### src/rtl/multicycle_controller.sv
// multicycle_controller
// Moore FSM sequencing a shared multi-cycle datapath (memory, ALU, register
// file, PC, IR). Each instruction takes 2 to 5 cycles depending on its class.
// All outputs are decoded from the state register. The exceptions are the
// BRANCH pcen, which follows `zero`, and the DECODE illegal pulse, which
// depends on the IR-held Op/funct.
// Optional feature: define MEM_HANDSHAKE_EN to stall FETCH/MEMRD/MEMWR on
// mem_ready. When it is undefined, mem_ready is ignored.

module multicycle_controller #(
  parameter int ALUCS_W = 5
) (
  input  logic               clk,
  input  logic               rst,
  input  logic [5:0]         Op,
  input  logic [5:0]         funct,
  input  logic               zero,
  input  logic               mem_ready,
  output logic               pcen,
  output logic               iord,
  output logic               memread,
  output logic               wren,
  output logic               irwrite,
  output logic               regwrite,
  output logic               redges,
  output logic               memtoreg,
  output logic               selscrA,
  output logic [1:0]         selscrB,
  output logic [1:0]         pcsrc,
  output logic [ALUCS_W-1:0] alucs,
  output logic               flagwrite,
  output logic               instr_done,
  output logic               illegal
);

  typedef enum logic [3:0] {
    FETCH  = 4'd0,
    DECODE = 4'd1,
    MEMADR = 4'd2,
    MEMRD  = 4'd3,
    MEMWB  = 4'd4,
    MEMWR  = 4'd5,
    REXEC  = 4'd6,
    RWB    = 4'd7,
    IEXEC  = 4'd8,
    IWB    = 4'd9,
    BRANCH = 4'd10,
    JUMP   = 4'd11
  } state_t;

  localparam logic [5:0] OP_RTYPE = 6'd0;
  localparam logic [5:0] OP_J     = 6'd2;
  localparam logic [5:0] OP_BEQ   = 6'd4;
  localparam logic [5:0] OP_BNE   = 6'd5;
  localparam logic [5:0] OP_ADDI  = 6'd8;
  localparam logic [5:0] OP_ADDIU = 6'd9;
  localparam logic [5:0] OP_ANDI  = 6'd12;
  localparam logic [5:0] OP_LW    = 6'd35;
  localparam logic [5:0] OP_SW    = 6'd43;

  localparam logic [5:0] FN_ADD = 6'd32;
  localparam logic [5:0] FN_SUB = 6'd34;
  localparam logic [5:0] FN_SLT = 6'd42;

  localparam logic [ALUCS_W-1:0] ALU_AND = ALUCS_W'(0);
  localparam logic [ALUCS_W-1:0] ALU_ADD = ALUCS_W'(2);
  localparam logic [ALUCS_W-1:0] ALU_SUB = ALUCS_W'(3);
  localparam logic [ALUCS_W-1:0] ALU_SLT = ALUCS_W'(4);

  state_t state_q;
  state_t state_d;
  logic   ready_s;

`ifdef MEM_HANDSHAKE_EN
  assign ready_s = mem_ready;
`else
  // Memory always completes in one cycle; mem_ready is deliberately unused.
  logic unused_mem_ready_s;
  assign unused_mem_ready_s = mem_ready;
  assign ready_s            = 1'b1;
`endif

  // State register with synchronous reset back to FETCH.
  always_ff @(posedge clk) begin
    if (rst) begin
      state_q <= FETCH;
    end else begin
      state_q <= state_d;
    end
  end

  // Next-state logic: decode dispatch and memory-state stalls.
  always_comb begin
    state_d = FETCH;
    case (state_q)
      FETCH: begin
        if (ready_s) begin
          state_d = DECODE;
        end else begin
          state_d = FETCH;
        end
      end
      DECODE: begin
        case (Op)
          OP_RTYPE: begin
            if ((funct == FN_ADD) || (funct == FN_SUB) || (funct == FN_SLT)) begin
              state_d = REXEC;
            end else begin
              state_d = FETCH;
            end
          end
          OP_LW, OP_SW:                state_d = MEMADR;
          OP_ADDI, OP_ADDIU, OP_ANDI:  state_d = IEXEC;
          OP_BEQ, OP_BNE:              state_d = BRANCH;
          OP_J:                        state_d = JUMP;
          default:                     state_d = FETCH;
        endcase
      end
      MEMADR: begin
        if (Op == OP_LW) begin
          state_d = MEMRD;
        end else begin
          state_d = MEMWR;
        end
      end
      MEMRD: begin
        if (ready_s) begin
          state_d = MEMWB;
        end else begin
          state_d = MEMRD;
        end
      end
      MEMWR: begin
        if (ready_s) begin
          state_d = FETCH;
        end else begin
          state_d = MEMWR;
        end
      end
      REXEC:   state_d = RWB;
      IEXEC:   state_d = IWB;
      default: state_d = FETCH;
    endcase
  end

  // Output decode from the state register; everything is forced low during reset.
  always_comb begin
    pcen       = 1'b0;
    iord       = 1'b0;
    memread    = 1'b0;
    wren       = 1'b0;
    irwrite    = 1'b0;
    regwrite   = 1'b0;
    redges     = 1'b0;
    memtoreg   = 1'b0;
    selscrA    = 1'b0;
    selscrB    = 2'd0;
    pcsrc      = 2'd0;
    alucs      = ALU_AND;
    flagwrite  = 1'b0;
    instr_done = 1'b0;
    illegal    = 1'b0;
    if (rst) begin
      pcen = 1'b0;
    end else begin
      case (state_q)
        FETCH: begin
          memread = 1'b1;
          irwrite = ready_s;
          selscrB = 2'd1;
          alucs   = ALU_ADD;
          pcen    = ready_s;
        end
        DECODE: begin
          // PC + (imm << 2) lands in ALUOut for a possible branch.
          selscrB = 2'd3;
          alucs   = ALU_ADD;
          case (Op)
            OP_RTYPE: begin
              if ((funct == FN_ADD) || (funct == FN_SUB) || (funct == FN_SLT)) begin
                illegal = 1'b0;
              end else begin
                illegal = 1'b1;
              end
            end
            OP_LW, OP_SW, OP_ADDI, OP_ADDIU, OP_ANDI, OP_BEQ, OP_BNE, OP_J: illegal = 1'b0;
            default: illegal = 1'b1;
          endcase
        end
        MEMADR: begin
          selscrA = 1'b1;
          selscrB = 2'd2;
          alucs   = ALU_ADD;
        end
        MEMRD: begin
          memread = 1'b1;
          iord    = 1'b1;
        end
        MEMWB: begin
          regwrite   = 1'b1;
          memtoreg   = 1'b1;
          instr_done = 1'b1;
        end
        MEMWR: begin
          wren       = 1'b1;
          iord       = 1'b1;
          instr_done = ready_s;
        end
        REXEC: begin
          selscrA   = 1'b1;
          flagwrite = 1'b1;
          case (funct)
            FN_SUB:  alucs = ALU_SUB;
            FN_SLT:  alucs = ALU_SLT;
            default: alucs = ALU_ADD;
          endcase
        end
        RWB: begin
          regwrite   = 1'b1;
          redges     = 1'b1;
          instr_done = 1'b1;
        end
        IEXEC: begin
          selscrA   = 1'b1;
          selscrB   = 2'd2;
          flagwrite = 1'b1;
          if (Op == OP_ANDI) begin
            alucs = ALU_AND;
          end else begin
            alucs = ALU_ADD;
          end
        end
        IWB: begin
          regwrite   = 1'b1;
          instr_done = 1'b1;
        end
        BRANCH: begin
          selscrA    = 1'b1;
          alucs      = ALU_SUB;
          pcsrc      = 2'd1;
          instr_done = 1'b1;
          pcen       = ((Op == OP_BEQ) && zero) || ((Op == OP_BNE) && !zero);
        end
        JUMP: begin
          pcsrc      = 2'd2;
          pcen       = 1'b1;
          instr_done = 1'b1;
        end
        default: begin
          pcen = 1'b0;
        end
      endcase
    end
  end

endmodule

### config.mk
export PLATFORM = sky130hd
export DESIGN_NAME = multicycle_controller
export DESIGN_NICKNAME = d
export VERILOG_FILES = /design/src/rtl/multicycle_controller.sv
export SDC_FILE = /design/constraint.sdc
export NUM_CORES = 1
export LEC_CHECK = 0
export BUFFER_PORTS_ARGS = -buffer_cell sky130_fd_sc_hd__buf_2
export CAP_MARGIN = 20
export CORE_UTILIZATION = 45
export DETAILED_ROUTE_END_ITERATION = 16
export GPL_ROUTABILITY_DRIVEN = 0
export GPL_TIMING_DRIVEN = 0
export PLACE_DENSITY = 0.79
export REMOVE_ABC_BUFFERS = 1
export SLEW_MARGIN = 20
export SYNTH_ARGS = -nofsm -noshare
export SYNTH_HDL_FRONTEND = slang
export SYNTH_SLANG_ARGS = --single-unit
### constraint.sdc
create_clock -name clk -period 1.66 [get_ports clk]
set_clock_uncertainty 0.2 [all_clocks]
set_input_delay 0.166 -clock clk [delete_from_list [all_inputs] [get_ports clk]]
set_output_delay 0.166 -clock clk [all_outputs]
set_load 0.01 [all_outputs]
==> results of run 1 <==
-- placed cells by master, fill, tap and decap left out, types with 2 or more instances in the layout --
| cell | instances |
|---|---|
| sky130_fd_sc_hd__buf_8 | 2 |
| sky130_fd_sc_hd__or3b_4 | 2 |
| sky130_fd_sc_hd__buf_2 | 28 |
| sky130_fd_sc_hd__buf_4 | 15 |
| sky130_fd_sc_hd__or2_4 | 4 |
| sky130_fd_sc_hd__clkbuf_4 | 4 |
| sky130_fd_sc_hd__nor3_1 | 5 |
| sky130_fd_sc_hd__nand3b_1 | 2 |
| sky130_fd_sc_hd__xnor2_1 | 2 |
| sky130_fd_sc_hd__dfxtp_4 | 4 |
| sky130_fd_sc_hd__o21ai_1 | 2 |
| sky130_fd_sc_hd__a21oi_1 | 7 |
| sky130_fd_sc_hd__nand2b_1 | 6 |
| sky130_fd_sc_hd__nor4b_2 | 2 |
| sky130_fd_sc_hd__nand2_1 | 8 |
| sky130_fd_sc_hd__or3_4 | 2 |
| sky130_fd_sc_hd__conb_1 | 2 |
| sky130_fd_sc_hd__a211oi_2 | 2 |
| sky130_fd_sc_hd__nor2_2 | 4 |
| sky130_fd_sc_hd__nor3_2 | 3 |
| sky130_fd_sc_hd__a31oi_1 | 2 |
| sky130_fd_sc_hd__o22a_1 | 2 |
| sky130_fd_sc_hd__nor2_1 | 8 |
| sky130_fd_sc_hd__nand3_1 | 3 |
| sky130_fd_sc_hd__a21oi_2 | 2 |
| sky130_fd_sc_hd__nand2b_4 | 4 |
| sky130_fd_sc_hd__buf_6 | 13 |
-- cells by family after synthesis --
logic type	synth area share [%]
flip-flops	10.8
multiplexers	1.52
other	0.507
AND/OR/NAND/NOR	47.5
XOR/XNOR	2.37
buffers and inverters	8.29
AO/OA/AOI/OAI	28.9
-- critical path: cells and delay by family (launching register included) --
kind | cells | cell delay, ns
compound gates | 3 | 0.48
buf+inv | 2 | 0.26
flops | 1 | 0.37
simple gates | 1 | 0.11
-- metrics by stage --
stage	setup WS [ns]	instances	TNS (ns)	power [mW]
2_1_floorplan	-0.176	102	-0.828	0.189
3_3_place_gp	-0.259	151	-2.32	0.245
3_5_place_dp	-0.288	151	-2.64	0.249
4_1_cts	-0.149	178	-0.858	0.459
5_1_grt	-0.243	180	-2.73	0.536
6_report	-0.185	180	-2.15	0.528
-- synth_stat cells, types with 2 or more instances --
master                      instances
sky130_fd_sc_hd__nor3_1             7
sky130_fd_sc_hd__clkbuf_1           3
sky130_fd_sc_hd__a2111oi_0          2
sky130_fd_sc_hd__nand3b_1           2
sky130_fd_sc_hd__o22a_1             2
sky130_fd_sc_hd__nand3_1            3
sky130_fd_sc_hd__o21ai_1            2
sky130_fd_sc_hd__nand2b_1          10
sky130_fd_sc_hd__a31oi_1            2
sky130_fd_sc_hd__buf_4              2
sky130_fd_sc_hd__or2_2              3
sky130_fd_sc_hd__nor2_1            13
sky130_fd_sc_hd__nor4b_1            2
sky130_fd_sc_hd__xnor2_1            2
sky130_fd_sc_hd__nor4_1             2
sky130_fd_sc_hd__a21oi_1            9
sky130_fd_sc_hd__dfxtp_1            4
sky130_fd_sc_hd__nand2_1            9
sky130_fd_sc_hd__buf_2              4
sky130_fd_sc_hd__or3_1              2
-- how the worst max path moves through the flow --
stage               start         end  slack, ns  cells past startpoint
2_1_floorplan  state_q[3]  state_q[0]      -0.18                      4
3_3_place_gp   state_q[3]   flagwrite      -0.26                      3
3_5_place_dp   state_q[3]   flagwrite      -0.29                      3
4_1_cts        state_q[0]    alucs[2]      -0.15                      4
5_1_grt        state_q[0]    alucs[1]      -0.24                      6
6_report       state_q[0]    alucs[1]      -0.19                      6
-- where the power goes --
part,total [mW],switching [mW],internal [mW]
Combinational,0.279,0.141,0.138
Sequential,0.105,0.00865,0.0959
Clock,0.144,0.0620,0.0824
-- per-layer routing --
metal	GRT usage, %	part of all wire [%]
met2	61.2	47
met3	4.74	11
met4	18.8	5.2
met1	50.5	37
met5	0	0
-- what timing repair did --
action	in CTS	in global routing
setup buffers	24	3
resized for setup	55	17
pin swaps	22	9
cloned	0	0
endpoints found under the setup margin	23	22
-- area by class of cell --
cell class,instances,area (µm²),share of cell area (%)
clock buffers,3,22.5,1.66
flip-flops and latches,4,95.1,6.99
inverters,1,7.51,0.552
well taps,16,20.0,1.47
multi-input cells,97,778,57.2
repair buffers,59,437,32.1
==> run metrics, run 1 <==
result of the run=finished, violations left; violated checks=negative setup slack; maximum clock path buffer count=2; type of the worst min-delay path=primary input to register; total of warnings raised by yosys=0; clock-pin slew reported for the worst setup and hold paths after clock tree synthesis=0.04 ns; final instance area=approximately 1400 µm²; CP Max Fanout=6; share of final-layout standard cells stronger than drive strength 1=62.2%; final design utilization=between 80% and 90%; Reg2Reg Setup Slack=-0.12 ns; number of buffers added on ports=33; Post-DP HPWL=around 1400 µm; Vias/cell=~6.9; unrepaired setup endpoints after global routing=yes; signal arrival time at the worst endpoint=1.48 ns; Post-Synthesis Cells=around 110; Hold Crit Endpoint=state_q[0]; type of the worst setup path=register to primary output; CTS sink count=4; Finish-stage setup viols=19; Top Registers=state_q: 4 flops; Max-Cap Viols=0; critical path capture point type=primary output; slowest cell on the critical path=sky130_fd_sc_hd__dfxtp_4; total number of H-tree levels=1; max reg flops=4; number of vias in the routed layout=1243; final antenna-violating net count=0; shortest clock period the worst path allows after layout=about 1.8 ns; Final period util=111%; number of hold violations in the final report=0; die extent in y=roughly 43 µm; starting density of the core=between 40% and 50%; core area=around 1500 µm²; number of detailed-route iterations in the first pass=5; instance area at placement=871 µm²; area of the mapped netlist=739 µm²; syn avg cell area=approximately 6.7 µm²; CTS Root Buffer Type=sky130_fd_sc_hd__clkbuf_4; beginning of the worst register-to-register path=state_q[0]; highest attainable clock frequency=approximately 540 MHz; count of flip-flops with a built-in enable after synthesis=0; share of the synthesized area in the top cell type=10.8%; cell taking the most area after synthesis=sky130_fd_sc_hd__dfxtp_1; Async SR Flop Fraction=0%; antenna cell count=0; Distinct cells, synth=46; r2r worst-path depth=5; Remaining DRCs=0; share of the yosys chip area belonging to registers=approximately 11%; largest cells by area after synthesis=sky130_fd_sc_hd__dfxtp_1, sky130_fd_sc_hd__nand2b_1, sky130_fd_sc_hd__nor2_1; Area growth syn-to-layout=83.9%; crit-path cells=buf_6, nor2_4, o211ai_1, a31oi_1, o21a_1, buf_2; Filler Cells Inserted=64; detail-routed net length per standard cell=between 20 and 25 µm; worst slew pin tran=slightly below 0.7 ns; post-route setup slack=-0.185 ns; Initial DRC Count=about 120; maximum resistive drop on vdd=between 300 and 400 µV; via count of the first global-routing pass=~1100; initial antenna violation count=0; floorplan die width=roughly 43 µm; CTS tree=done; register bit count reported by yosys=4; worst skew pair latency=0.25 ns; Final Max Tran Viols=0; Worst Path Required=1.29 ns; global-route wire length before repair=approximately 5300 µm; Site Rows=14; Largest Register=state_q; total track usage=between 30% and 40%; nature of the critical path startpoint=register; total power divided by cell area=approximately 390 nW/µm²; standby leakage power=approximately 0.59 nW; cell depth of the worst min-delay path=4; TritonCTS Buffers=3; max_slew headroom=roughly 53%; num ports=37; delay contributed by the slowest stage of the critical path=0.37 ns; total detailed-routing wirelength=about 3900 µm; most used flip-flop cell after synthesis=sky130_fd_sc_hd__dfxtp_1; number of nets in the finished design=between 150 and 200; worst-case hold slack=0.0616 ns; total congestion overflow=0; Die Footprint=around 1800 µm²; startpoint of the most critical hold path=Op[5]; maximum number of pins on one net before global-route repair=16; reg-to-reg critical path endpoint=state_q[2]; post-cts hold buffer count=0
Power figures use the tool's default switching activity.
==> run 2: changes to the inputs <==
- BUFFER_PORTS_ARGS: -buffer_cell sky130_fd_sc_hd__buf_2 -> -buffer_cell sky130_fd_sc_hd__buf_4
==> run 2 against run 1 <==
Net effect: the run now fails in global routing (5_1_grt); synthesized cell count unchanged; synthesized area stayed put.
==> run metrics, run 2 <==
number of buffers added on ports=33 (unchanged); instance area at placement=953 µm² (+9.5%); Async SR Flop Fraction=0% (unchanged); adder-cell area share of the yosys netlist=0% (unchanged); Distinct cells, synth=46 (unchanged); proportion of synthesized area in mux cells=1.52% (unchanged); XOR/XNOR Fraction of Synth Area=2.37% (unchanged); DP Cell Count=151 (unchanged); TritonCTS Buffers=3 (unchanged); top cells by instance count after synthesis=sky130_fd_sc_hd__nor2_1, sky130_fd_sc_hd__nand2b_1, sky130_fd_sc_hd__a21oi_1, sky130_fd_sc_hd__nand2_1, sky130_fd_sc_hd__nor3_1; largest cells by area after synthesis=sky130_fd_sc_hd__dfxtp_1, sky130_fd_sc_hd__nand2b_1, sky130_fd_sc_hd__nor2_1; Site Rows=14 (unchanged); maximum clock path buffer count=2 (unchanged); count of flip-flops with a built-in enable after synthesis=0 (unchanged); result of the run=aborted with a tool error; pin ending the worst setup path after global-route repair=alucs[1]; area of the mapped netlist=739 µm² (unchanged); First Error=[ERROR DPL-0038] Utilization greater than 100%, impossible to legalize; share of the synthesized area in the top cell type=10.8% (unchanged); kind of endpoint with the least setup slack=primary output; floorplan die width=42.5 µm (unchanged); dpl ws=-0.309 ns (-0.0211 ns); starting density of the core=48.5% (unchanged); synthesized-area fraction occupied by ao, oa, aoi and oai cells=28.9% (unchanged); total of warnings raised by yosys=0 (unchanged); top-count cell post-synth=sky130_fd_sc_hd__nor2_1; die extent in y=42.5 µm (unchanged); syn avg cell area=6.66 µm² (unchanged); area share of and/or/nand/nor cells after synthesis=47.5% (unchanged); Post-Synthesis Cells=111 (unchanged); Post-DP HPWL=1490 µm (+7.0%); share of the yosys chip area belonging to registers=10.8% (unchanged); post-cts hold buffer count=0 (unchanged); most used flip-flop cell after synthesis=sky130_fd_sc_hd__dfxtp_1; combinational family with the most area after synthesis=simple AND/OR/NAND/NOR gates; cell taking the most area after synthesis=sky130_fd_sc_hd__dfxtp_1; register bit count reported by yosys=4 (unchanged); total number of H-tree levels=1 (unchanged); CTS Root Buffer Type=sky130_fd_sc_hd__clkbuf_4; maximum number of pins on one net before global-route repair=16; Failed at=global routing (5_1_grt); CTS sink count=4 (unchanged); num ports=37 (unchanged)
==> run 2: per-stage QoR <==
| stage | TNS (ns) | hold slack [ns] |
|---|---|---|
| after CTS | -1.04 | 0.0343 |
| after detailed placement | -3.08 | 0.300 |
| after global placement | -2.54 | 0.287 |
| after floorplan | -0.828 | 0.0458 |
==> run 2: kinds of logic after synthesis <==
logic type             after synthesis
other                                1
multiplexers                         1
AO/OA/AOI/OAI                       30
flip-flops                           4
buffers and inverters               11
AND/OR/NAND/NOR                     62
XOR/XNOR                             2
==> run 2: repair_timing <==
item,CTS
endpoints found under the setup margin,23
pin swaps,14
resized for setup,42
buffers inserted,21
==> run 3: changes to the inputs <==
- CORE_AREA: default -> 2 2 63 65
- CORE_UTILIZATION: 45 -> default
- DIE_AREA: default -> 0 0 65 67
- PLACE_DENSITY: 0.79 -> default
- PLACE_DENSITY_LB_ADDON: default -> 0.15
==> run 3 against run 2 <==
Net effect: the flow now finishes, with violations (negative setup slack).
==> run metrics, run 3 (same netlist as run 1, synthesis figures left out) <==
result of the run=finished, violations left; violated checks=negative setup slack; max reg flops=4; startpoint of the most critical hold path=Op[5]; post-route setup slack=-0.146 ns; number of buffers added on ports=33 (unchanged); type of the worst min-delay path=primary input to register; total number of H-tree levels=1 (unchanged); r2r worst-path depth=4; slowest cell on the critical path=sky130_fd_sc_hd__or4b_4; number of detailed-route iterations in the first pass=4; Largest Register=state_q; detail-routed net length per standard cell=between 10 and 15 µm; CP Max Fanout=2; unrepaired setup endpoints after global routing=yes; Final period util=109%; via count of the first global-routing pass=between 900 and 1000; post-cts hold buffer count=0 (unchanged); type of the worst setup path=primary input to primary output; Area growth syn-to-layout=101%; Hold Crit Endpoint=state_q[0]; standby leakage power=around 0.6 nW; Top Registers=state_q: 4 flops; maximum number of pins on one net before global-route repair=16; CTS sink count=4 (unchanged); TritonCTS Buffers=3 (unchanged); CTS tree=done; shortest clock period the worst path allows after layout=approximately 1.8 ns; met1 track demand over resource in global routing=16.8%; global-route wire length before repair=roughly 4500 µm; delay contributed by the slowest stage of the critical path=0.56 ns; final antenna-violating net count=0; leading cell types in the layout, fill and taps excluded=sky130_fd_sc_hd__buf_4, sky130_fd_sc_hd__nor2_1, sky130_fd_sc_hd__nand2_1, sky130_fd_sc_hd__buf_6, sky130_fd_sc_hd__a21oi_1; total congestion overflow=0; Remaining DRCs=0; instance area at placement=993 µm² (+4.2%); Post-DP HPWL=1730 µm (+16%); met2 global-route usage=approximately a quarter; GRT busiest layer=met2; worst slew pin tran=around 0.73 ns; crit-path leading delay family=simple AND/OR/NAND/NOR gates; die extent in y=67 µm (+58%); Finish-stage setup viols=11; cell depth of the worst min-delay path=4; maximum resistive drop on vdd=about 210 µV; beginning of the worst register-to-register path=state_q[0]; overall power consumption=around 0.56 mW; floorplan die width=65 µm (+53%); initial antenna violation count=0; Die Footprint=around 4400 µm²; Vias/cell=4.92; crit-path cells=buf_8, or4b_4, buf_6, o311ai_4, o21bai_1, nor4b_4, buf_4; nature of the critical path startpoint=primary input; Final Max Tran Viols=0; core area=about 3600 µm²; number of nets in the finished design=180; antenna cell count=0; num ports=37 (unchanged); worst-case hold slack=roughly 0.075 ns; starting density of the core=20.5% (-28 points); number of hold violations in the final report=0; Reg2Reg Setup Slack=approximately 0.080 ns; max_slew headroom=a little over 50%; worst skew pair latency=0.22 ns; Filler Cells Inserted=between 300 and 400; maximum clock path buffer count=2 (unchanged); total track usage=13.6%; total detailed-routing wirelength=3000 µm; number of vias in the routed layout=~1000; Worst Path Required=around 1.3 ns; CTS Root Buffer Type=sky130_fd_sc_hd__clkbuf_8; Max-Cap Viols=0; clock-pin slew reported for the worst setup and hold paths after clock tree synthesis=approximately 0.03 ns; met3 routing resource usage after global routing=under 10%; highest attainable clock frequency=554 MHz; signal arrival time at the worst endpoint=approximately 1.4 ns; Site Rows=22 (+8); Initial DRC Count=between 50 and 60; total power divided by cell area=~380 nW/µm²; number of buffer and inverter instances along the worst setup path=3; share of final-layout standard cells stronger than drive strength 1=62.3%; reg-to-reg critical path endpoint=state_q[2]; final instance area=1480 µm²; most common cell after layout, fill and taps aside=sky130_fd_sc_hd__buf_4; critical path capture point type=primary output
==> run 3: power breakdown <==
group          leakage [nW]  internal, mW  switching, mW  total (mW)
Sequential           0.0355        0.0966        0.00818       0.105
Combinational         0.538         0.137          0.122       0.259
Clock                0.0216         0.154         0.0462       0.200
==> run 3: through the flow <==
stage	TNS (ns)	util [%]	worst slack, ns	cells
6_report	-1.01	41.1	-0.146	210
5_1_grt	-1.73	41.1	-0.194	210
4_1_cts	-1.16	38.1	-0.185	210
3_5_place_dp	-3.53	27.6	-0.323	183
3_3_place_gp	-3.34	27.6	-0.315	183
2_1_floorplan	-0.828	-	-0.176	102
==> run 3: layout make-up <==
class                           count  area, µm²  area share [%]
Multi-Input combinational cell     97        805            54.3
Inverter                            1       3.75           0.253
Tap cell                           48       60.1            4.05
Sequential cell                     4       95.1            6.41
Clock buffer                        3       41.3            2.78
Timing Repair Buffer               57        478            32.2
==> run 3: repair_timing <==
item | 4_1_cts | 5_1_grt
resized for setup | 42 | 22
endpoints found under the setup margin | 23 | 21
buffers inserted | 24 | 0
cloned | 0 | 0
pin swaps | 13 | 8
==> run 3: layer usage <==
metal  wire length, µm  vias up
met1              1360      491
met5                 0        -
met4                 0        0
met3               124        0
li1                  -      516
met2              1510       27
==> run 3: worst register-to-register path, stage by stage (launching register included) <==
cell and delay [ns]:
sky130_fd_sc_hd__dfxtp_4 0.36, sky130_fd_sc_hd__or2_4 0.26, sky130_fd_sc_hd__buf_4 0.14, sky130_fd_sc_hd__o41ai_1 0.37, sky130_fd_sc_hd__a21oi_1 0.12
==> run 3: how the worst max path moves through the flow <==
stage / depth (start not counted) / from / end / slack, ns
floorplan: 4 / state_q[3] / state_q[0] / -0.18
global placement: 6 / Op[1] / pcen / -0.31
detailed placement: 6 / Op[1] / pcen / -0.32
CTS: 6 / Op[1] / pcen / -0.19
global route: 7 / Op[1] / illegal / -0.19
finish: 7 / Op[1] / illegal / -0.15
==> run 4: changes to the inputs <==
--- a/config.mk
+++ b/config.mk
@@ -9,4 +9,5 @@
 export CAP_MARGIN = 20
 export CORE_AREA = 2 2 63 65
+export CTS_BUF_LIST = sky130_fd_sc_hd__clkbuf_4
 export DETAILED_ROUTE_END_ITERATION = 16
 export DIE_AREA = 0 0 65 67
--- a/constraint.sdc
+++ b/constraint.sdc
@@ -3,3 +3,3 @@
 set_input_delay 0.166 -clock clk [delete_from_list [all_inputs] [get_ports clk]]
 set_output_delay 0.166 -clock clk [all_outputs]
-set_load 0.01 [all_outputs]
+set_load 0.05 [all_outputs]
==> run 4 against run 3 <==
Net effect: the flow still finishes with violations (negative setup slack); non-clock buffer count rose by 10; final area rose by 15%; core utilization rose by 6.0 points; largest power group unchanged; critical path depth fell by 1; total power rose by 2.3%; sequential power barely moved; sequential share of layout area fell by 0.82 points; wire length rose by 4.4%; highest routed layer unchanged; global-route usage rose by 1.0 points; maximum frequency fell by 3.1%.
==> run metrics, run 4 (same netlist as run 1, synthesis figures left out) <==
Die Footprint=4360 µm² (unchanged); Total Negative Setup Slacks=-2.27 ns (-1.25 ns); leading cell types in the layout, fill and taps excluded=sky130_fd_sc_hd__buf_4, sky130_fd_sc_hd__buf_6, sky130_fd_sc_hd__nor2_1; total detailed-routing wirelength=3130 µm (+4.4%); most common cell after layout, fill and taps aside=sky130_fd_sc_hd__buf_4; clock-pin slew reported for the worst setup and hold paths after clock tree synthesis=0.04 ns (about the same); shortest clock period the worst path allows after layout=1.86 ns (+0.0575 ns); number of detailed-route iterations in the first pass=4 (unchanged); total congestion overflow=0 (unchanged); initial antenna violation count=0 (unchanged); maximum number of pins on one net before global-route repair=16 (unchanged); sequential group share of total power=18.2% (-0.4 points); final design utilization=47.2% (+6.0 points); global-route wire length before repair=4950 µm (+9.0%); total number of H-tree levels=1 (unchanged); CTS sink count=4 (unchanged); number of buffers added on ports=33 (unchanged); Vias/cell=4.77 (-3.1%); Remaining DRCs=0 (unchanged); Post-DP HPWL=1730 µm (unchanged); CP Max Fanout=7 (+5); CTS tree=done; core area=3610 µm² (unchanged); maximum clock path buffer count=2 (unchanged); Filler Cells Inserted=358 (-7.7%); signal arrival time at the worst endpoint=1.50 ns (+0.06 ns); floorplan die width=65 µm (unchanged); post-cts hold buffer count=0 (unchanged); Initial DRC Count=27 (-53%); result of the run=finished, violations left; Area growth syn-to-layout=130%; Final period util=112% (+3.5 points); combined area of the multi-input logic cells=846 µm² (+5.1%); maximum resistive drop on vdd=227 µV (+8.0%); TritonCTS Buffers=3 (unchanged); Top Registers=state_q: 4 flops; proportion of power drawn by combinational gates=60.9% (+15 points); post-route setup slack=-0.204 ns (-0.0575 ns); critical path capture point type=primary output; Sequential Area=95.1 µm² (unchanged); net switching component of the power=0.235 mW (+34%); total track usage=14.7% (+1.0 points); starting density of the core=20.5% (unchanged); highest attainable clock frequency=537 MHz (-3.1%); type of the worst min-delay path=primary input to register; num ports=37 (unchanged); share of final-layout standard cells stronger than drive strength 1=67.4% (+5.1 points); type of the worst setup path=register to primary output; nature of the critical path startpoint=register; worst skew pair latency=0.24 ns (+0.02 ns); standby leakage power=0.676 nW (+13%); overall power consumption=0.577 mW (+2.3%); final antenna-violating net count=0 (unchanged); unrepaired setup endpoints after global routing=yes; antenna cell count=0 (unchanged); violated checks=negative setup slack; total power divided by cell area=339 nW/µm² (-11%); Max-Cap Viols=0 (unchanged); worst slew pin tran=0.731 ns (+0.00335 ns); Worst Path Required=1.29 ns (about the same); via count of the first global-routing pass=993 (+4.5%); number of vias in the routed layout=1050 (+1.5%); number of nets in the finished design=190 (+5.6%); Final Max Tran Viols=0 (unchanged); max reg flops=4 (unchanged); switch share=40.8% (+9.5 points); max_slew headroom=51.1% (-0.22 points); Finish-stage setup viols=17 (+6); Pint=0.342 mW (-12%); die extent in y=67 µm (unchanged); number of hold violations in the final report=0 (unchanged); clock power share=20.9% (-15 points); CTS Root Buffer Type=sky130_fd_sc_hd__clkbuf_4; detail-routed net length per standard cell=14.2 µm (-0.34%); Largest Register=state_q; Site Rows=22 (unchanged)
==> run 4: critical path: stages, from the launching register on <==
cell and delay [ns]:
sky130_fd_sc_hd__dfxtp_4 0.39, sky130_fd_sc_hd__buf_6 0.14, sky130_fd_sc_hd__nand2b_4 0.06, sky130_fd_sc_hd__mux2_4 0.25, sky130_fd_sc_hd__o22a_1 0.17, sky130_fd_sc_hd__nor2_2 0.09
sky130_fd_sc_hd__buf_6 0.16
==> run 4: layer usage <==
metal	global-route usage (%)	share of wire [%]
met5	0	0
met4	2.39	0
met3	2.87	4.0
met2	25.9	51
met1	18.6	45
==> run 4: cell type report <==
cell class,count,area share [%]
Clock buffer,3,1.32
Inverter,1,0.221
Multi-Input combinational cell,97,49.7
Sequential cell,4,5.59
Tap cell,48,3.53
Timing Repair Buffer,67,39.6
==> run 4: power by group through the flow <==
stage | clock [mW] | sequential (mW) | combinational [mW]
5_1_grt | 0.137 | 0.106 | 0.371
3_3_place_gp | 0 | 0.115 | 0.212
4_1_cts | 0.126 | 0.104 | 0.330
6_report | 0.120 | 0.105 | 0.352
2_1_floorplan | 0 | 0.111 | 0.132
3_5_place_dp | 0 | 0.116 | 0.213
==> run 4: worst paths after layout <==
path,start,endpoint,slack (ns),cells past startpoint
setup / recovery,state_q[0],regwrite,-0.20,6
hold / removal,Op[5],state_q[0],0.06,4
setup reg to reg,state_q[0],state_q[2],0.01,5
hold reg to reg,state_q[1],state_q[3],0.49,3
==> run 4: through the flow <==
stage,cell area (µm²),std cells,worst slack [ns],hold slack [ns]
final,1700,220,-0.204,0.0557
after floorplan,686,102,-1.97,0.0458
after global placement,993,183,-0.393,0.293
after CTS,1550,212,-0.253,0.0392
after global routing,1700,220,-0.258,0.0790
after detailed placement,993,183,-0.401,0.294
==> run 4: repair_timing <==
item                                    in CTS  in global routing
endpoints found under the setup margin      23                 21
buffers inserted                            26                  7
resized for setup                           84                 15
pin swaps                                   25                 14
gates cloned                                 0                  1
